===== config.mk =====
export PLATFORM = sky130hd
export DESIGN_NAME = io_responder
export DESIGN_NICKNAME = d
export VERILOG_FILES = /design/src/rtl/io_responder.sv
export SDC_FILE = /design/constraint.sdc
export NUM_CORES = 1
export LEC_CHECK = 0
export ABC_AREA = 1
export BUFFER_PORTS_ARGS = -buffer_cell sky130_fd_sc_hd__buf_2
export CAP_MARGIN = 0
export CORE_MARGIN = 2
export CORE_UTILIZATION = 54
export CTS_BUF_LIST = sky130_fd_sc_hd__clkbuf_4
export CTS_CLUSTER_SIZE = 14
export DETAILED_ROUTE_END_ITERATION = 7
export PLACE_DENSITY = 0.77
export SLEW_MARGIN = 20
export SYNTH_ARGS = -nofsm -noshare
export SYNTH_HDL_FRONTEND = slang
export SYNTH_SLANG_ARGS = --single-unit

===== constraint.sdc =====
create_clock -name clk -period 3.29 [get_ports clk]
set_clock_uncertainty 0.15 [all_clocks]
set_input_delay 0.987 -clock clk [delete_from_list [all_inputs] [get_ports clk]]
set_output_delay 0.987 -clock clk [all_outputs]
set_load 0.02 [all_outputs]

===== src/rtl/io_responder.sv =====
// CPU I/O responder: write-decoded LED/segment/interrupt/timer registers,
// synchronized switch and button inputs, and a combinational read mux.
module io_responder (
    input  logic       clk,
    input  logic       rst,
    input  logic [7:0] port_id,
    input  logic [7:0] out_port,
    input  logic       io_strb,
    input  logic [7:0] switches,
    input  logic [3:0] buttons,
    output logic [7:0] in_port,
    output logic [7:0] leds,
    output logic [7:0] seg_data,
    output logic       interrupt
);

    logic [7:0] sw_meta_r, sw_sync_r;
    logic [3:0] btn_meta_r, btn_sync_r, btn_hist_r, btn_arm_r;
    logic [1:0] fill_r;
    logic [7:0] leds_r, seg_r, reload_r, count_r;
    logic [4:0] mask_r, pending_r;
    logic       tmr_en_r, int_r;

    logic       wr_leds_s, wr_seg_s, wr_mask_s, wr_ack_s, wr_reload_s, wr_ctrl_s;
    logic       sync_valid_s, tmr_fire_s;
    logic [3:0] btn_rise_s;
    logic [4:0] ack_clr_s, pending_next_s;
    logic [7:0] count_next_s, in_port_s;

    assign wr_leds_s   = io_strb && (port_id == 8'h40);
    assign wr_seg_s    = io_strb && (port_id == 8'h41);
    assign wr_mask_s   = io_strb && (port_id == 8'h42);
    assign wr_ack_s    = io_strb && (port_id == 8'h43);
    assign wr_reload_s = io_strb && (port_id == 8'h44);
    assign wr_ctrl_s   = io_strb && (port_id == 8'h45);

    // A button only counts as rising once it has been seen low after reset,
    // so a button held through reset release is not reported as an edge.
    assign sync_valid_s = (fill_r == 2'd2);
    assign btn_rise_s   = btn_sync_r & ~btn_hist_r & btn_arm_r;

    // Timer next state: a reload write wins over decrement and wrap.
    always_comb begin
        count_next_s = count_r;
        tmr_fire_s   = 1'b0;
        if (wr_reload_s) begin
            count_next_s = out_port;
        end else if (tmr_en_r) begin
            if (count_r == 8'h00) begin
                count_next_s = reload_r;
                tmr_fire_s   = 1'b1;
            end else begin
                count_next_s = count_r - 8'h01;
            end
        end else begin
            count_next_s = count_r;
        end
    end

    // Pending update: set has priority over a write-1-to-clear acknowledge.
    always_comb begin
        ack_clr_s      = 5'h00;
        if (wr_ack_s) begin
            ack_clr_s = out_port[4:0];
        end else begin
            ack_clr_s = 5'h00;
        end
        pending_next_s = (pending_r & ~ack_clr_s) | {tmr_fire_s, btn_rise_s};
    end

    // Read mux, purely combinational with no side effects.
    always_comb begin
        in_port_s = 8'h00;
        case (port_id)
            8'h20:   in_port_s = sw_sync_r;
            8'h21:   in_port_s = {4'b0000, btn_sync_r};
            8'h22:   in_port_s = {3'b000, pending_r};
            8'h23:   in_port_s = count_r;
            8'h24:   in_port_s = {3'b000, mask_r};
            default: in_port_s = 8'h00;
        endcase
    end

    // Input synchronizers, edge history and post-reset arming.
    always_ff @(posedge clk or negedge rst) begin
        if (!rst) begin
            sw_meta_r  <= 8'h00;
            sw_sync_r  <= 8'h00;
            btn_meta_r <= 4'h0;
            btn_sync_r <= 4'h0;
            btn_hist_r <= 4'h0;
            btn_arm_r  <= 4'h0;
            fill_r     <= 2'd0;
        end else begin
            sw_meta_r  <= switches;
            sw_sync_r  <= sw_meta_r;
            btn_meta_r <= buttons;
            btn_sync_r <= btn_meta_r;
            btn_hist_r <= btn_sync_r;
            btn_arm_r  <= btn_arm_r | ({4{sync_valid_s}} & ~btn_sync_r);
            if (!sync_valid_s) begin
                fill_r <= fill_r + 2'd1;
            end
        end
    end

    // CPU-visible registers, timer, pending flags and interrupt.
    always_ff @(posedge clk or negedge rst) begin
        if (!rst) begin
            leds_r    <= 8'h00;
            seg_r     <= 8'h00;
            mask_r    <= 5'h00;
            pending_r <= 5'h00;
            reload_r  <= 8'h00;
            tmr_en_r  <= 1'b0;
            count_r   <= 8'h00;
            int_r     <= 1'b0;
        end else begin
            if (wr_leds_s)   leds_r   <= out_port;
            if (wr_seg_s)    seg_r    <= out_port;
            if (wr_mask_s)   mask_r   <= out_port[4:0];
            if (wr_reload_s) reload_r <= out_port;
            if (wr_ctrl_s)   tmr_en_r <= out_port[0];
            count_r   <= count_next_s;
            pending_r <= pending_next_s;
            int_r     <= |(pending_r & mask_r);
        end
    end

    assign in_port   = in_port_s;
    assign leds      = leds_r;
    assign seg_data  = seg_r;
    assign interrupt = int_r;

endmodule


# Word-level counts from Yosys, hierarchy flattened
# Cells that the tools add are included.
# classes
n_addsub	2
n_eq_ne	12
n_mux	8
bitwise	10
n_reduce_logical	9
# ops
operator	count
$eq 8x7->1 const B	6
$eq 8x6->1 const B	5
$pmux 8 s5	1
$mux 8	3
$and 4x4->4	3
$and 5x5->5	2
$logic_not 8->1	1
$not 4->4	2
$sub 8x1->8 const B	1
$logic_and 1x1->1	6
$mux 5	1
$not 5->5	1
$or 5x5->5	1
$reduce_or 5->1	1
$or 4x4->4	1
$mux 1	3
$add 2x1->2 const B	1
$eq 2x2->1 const B	1
$reduce_bool 2->1	1
# totals
ff_bits	78
input_bits	31
out_inout_bits	25
elab_cells	56

# Depth between registers and ports, before layout
# logic_depth
ltp_word	6
depth_mapped	10
depth_no_buf	9

# Least setup slack after synthesis
# No wires, ideal clock.
# synth_path
path_type	input to output
startpoint	input port port_id[2]
endpoint	output port in_port[5]
arrival_ns	1.888
required_ns	2.153
path_slack_ns	0.265
cell_stages	5
n_path_buf	0
cell_sequence	inv_1 nand3_1 nor2_1 nand2_1 o21ai_0
# synth_via
elab_chain_len	2
word_cells_on_any_way	6
classes_between	5 x eq/ne; 1 x mux
# synth_rtl
element	line	source
from (decl)	6	input logic [7:0] port_id,
$eq 8x6->1	74	case (port_id)
$pmux 8 s5 (*)	74	
to (decl)	11	output logic [7:0] in_port,
# Mark *: on every way between the ends. The rest lies on a longest branch, timed or not.

# Final worst setup path
# layout_path
startpoint	input port port_id[6]
endpoint	output port in_port[4]
# Same word-level chain as after synthesis.

==> metrics.md <==
| Metric | Value |
|---|---|
| TritonRoute pass-1 iters | 5 |
| Final HPWL DP | roughly 5000 um |
| Leakage | between 2 and 2.5 nW |
| Arrival time of the worst setup path | 2.08 ns |
| Clk Latency, worst-skew pair | between 0.4 and 0.5 ns |
| Core Rows | 28 |
| Gpl congestion | 0.8821 |
| CTS buffer count | 9 |
| Total power | roughly 2.1 mW |
| Sink Count | 78 |
| Cell with the most instances after synthesis | nand2_1 |
| Initial Util | 56.45% |
| Fillers | 511 |
| Vias in the first global route | roughly 2,600 |
| Final hold violations | 0 |
| Synth Cell Area | about 0.0034 sq mm |
| I/O pins | 56 |
| Multi-input gate area | 0.001159 sq mm |
| Crit share post-route | 97.75% |
| Drt via density | 5.108 |
| Number of enable flip-flop cells after synthesis | 0 |
| Number of antenna violations at the first check in global routing | 0 |
| Drt drc | 0 |
| Type of the worst setup path | primary input to primary output |
| DR WL/cell | 12.97 um |
| Post-Place Cell Area | ~0.0037 sq mm |
| Top_reg_cell synth | dfrtp_1 |
| Total track usage | a little over a fifth |
| Gr ovfl total | 0 |
| Setup Viol. Count Final | 0 |
| Post-DRT Antenna Nets | 0 |
| Chip height | roughly 83 um |
| Minimum clock period | about 3.2 ns |
| Maximum VDD drop | approximately 0.34 mV |
| Post-Syn Instances | between 300 and 400 |
| Critical Path End Type | primary output |
| Worst Path Required | between 2 and 2.5 ns |
| Synth cell types | 24 |
| ANT cells | 0 |
| Startpoint Class | primary input |
| Final slew viol count | 0 |
| PortBufs | 55 |
| Fmax | 310.9 MHz |
| Core area | 0.005956 sq mm |
| Largest net degree at the start of global routing | between 70 and 80 |
| RSZ-0062 raised after global routing | true |
| Vias | between 2,000 and 3,000 |
| Yosys top cell area share | 58.06% |
| Finished Cell Area | 0.003881 sq mm |
| Fin nets | slightly below 500 |
| CTS root buf | clkbuf_4 |
| Async SR Flop Fraction | 100.0% |
| #FFs+latches synth | 78 |
| Layout cells sized above 1 | between 20% and 30% |
| Clock Path Buffers | 2 |
| Pwr Density | 549.7 mW/mm^2 |
| Sequential share of the synthesized area | between 50% and 60% |
| Initial DRC count | 223 |
| Status | complete, no violations |
| WL final | around 7000 um |
| Worst R2R Path Depth | 8 |
| Hold crit path type | flip-flop to flip-flop |
| Least-Margin Pin Slew | 0.9355 ns |
| Max_cap viols | 0 |
| Total Die Area | 0.006873 sq mm |
| Clk slew on worst S/H paths | between 0.1 and 0.15 ns |
| Register Area | just under 0.002 sq mm |
| CTS tree | done |
| Synth Warn # | 0 |
| Max FO, Critical Path | 5 |
| First-pass GRT wire length | 11,760 um |
| Htree depth | 3 |
| Post-synth net total | between 400 and 500 |
| P&R area growth vs syn | 15.44% |
| Yosys top cell by area | dfrtp_1 |
| Max-slew headroom at the worst pin | ~38% |
| Ranking of synthesized cells by area | dfrtp_1, nand2_1, o21ai_0 |
| Average size of a mapped cell | 8.824 sq um |
| Die extent in x | a little over 80 um |
| Synth cell count leaders | nand2_1, dfrtp_1, inv_1 |
| Hold Crit Depth | 0 |
worst max-delay path: stages:
cell     delay, ns
buf_2         0.10
inv_1         0.05
nand2_1       0.07
nor2_4        0.19
nand2_1       0.17
inv_2         0.12
nand2_1       0.09
nand4_1       0.11
buf_2         0.18
layer usage:
metal / wire (um) / part of all wire, % / GRT usage [%] / vias to the layer above
li1: - / - / - / 1326
met4: 153 / 2.2 / 10.28 / 0
met1: 3211 / 47 / 30.03 / 1241
met3: 482 / 7.1 / 5.070 / 12
met2: 2988 / 44 / 31.74 / 113
met5: 0 / 0 / 0 / -
stage by stage:
stage	worst slack [ns]	hold slack [ns]	TNS, ns	cells	util, %
after CTS	0.04795	0.2126	0	527	64.94
after floorplan	0.2649	0.1812	0	381	-
after detailed placement	0.05856	0.1847	0	511	62.52
after global placement	0.06662	0.1815	0	511	62.52
after global routing	-0.03717	0.2237	-0.07068	527	65.17
final	0.07400	0.2107	0	527	65.17
layout make-up:
cell class	count	share of cell area, %
Clock inverter	6	1.773
Inverter	57	5.513
Clock buffer	10	1.934
Timing Repair Buffer	60	8.221
Sequential cell	78	50.29
Multi-Input combinational cell	241	29.85
Tap cell	75	2.418
cell families (layout without fill, tap and decap cells):
logic type                 Yosys count  count (layout)  share of synthesized area [%]
adders and majority gates            3               3                          1.117
DFF                                 78              78                          58.06
buffers and inverters               62             133                          7.778
xor gates and xnor gates             2               2                         0.5211
and+or+nand+nor                    181             181                          24.00
AOI/OAI and AO/OA                   55              55                          8.522
where the power goes:
group | internal [mW] | switching (mW) | total, mW
logic | 0.151 | 0.265 | 0.416
registers | 1.05 | 0.0811 | 1.13
clock network | 0.246 | 0.342 | 0.587
cell usage in the layout (no fill, tap or decap):
cell,n
buf_2,54
dfrtp_1,78
o21bai_1,3
o21ai_0,41
o21ai_1,9
nand2_2,7
inv_1,49
ha_1,3
clkbuf_4,10
clkinv_2,1
bufinv_16,1
a221oi_1,1
buf_6,1
nand4_1,1
a21oi_1,1
nor2_2,3
inv_6,2
nand3_1,38
clkinvlp_4,1
nor2_1,25
nand2_8,1
nand2_4,1
clkinv_4,1
clkinv_1,3
buf_4,5
nand2_1,101
xnor2_1,2
nor2_4,3
nor2_8,1
inv_2,5
sequential cells by signal (all words and copies together) (netlist names), 5 cells and up:
register,flops
sw_sync_r,8
seg_data,8
sw_meta_r,8
reload_r,8
count_r,8
pending_r,5
leds,8
mask_r,5
timing repair:
action                     CTS  global route
setup endpoints to repair    0             6
setup buffers                0             0
hold buffers                 0             0
resized for setup            0             9
final timing paths:
check	from	end	slack, ns
worst max-delay path	port_id[6]	in_port[4]	0.07
worst min-delay path	btn_meta_r[0]	btn_sync_r[0]	0.21
worst max register to register	count_r[0]	count_r[0]	1.73
worst min register to register	btn_meta_r[0]	btn_sync_r[0]	0.21
max in group asynchronous	rst	sw_meta_r[1]	1.84
min in group asynchronous	rst	leds[3]	0.55
Power figures use the tool's default switching activity.
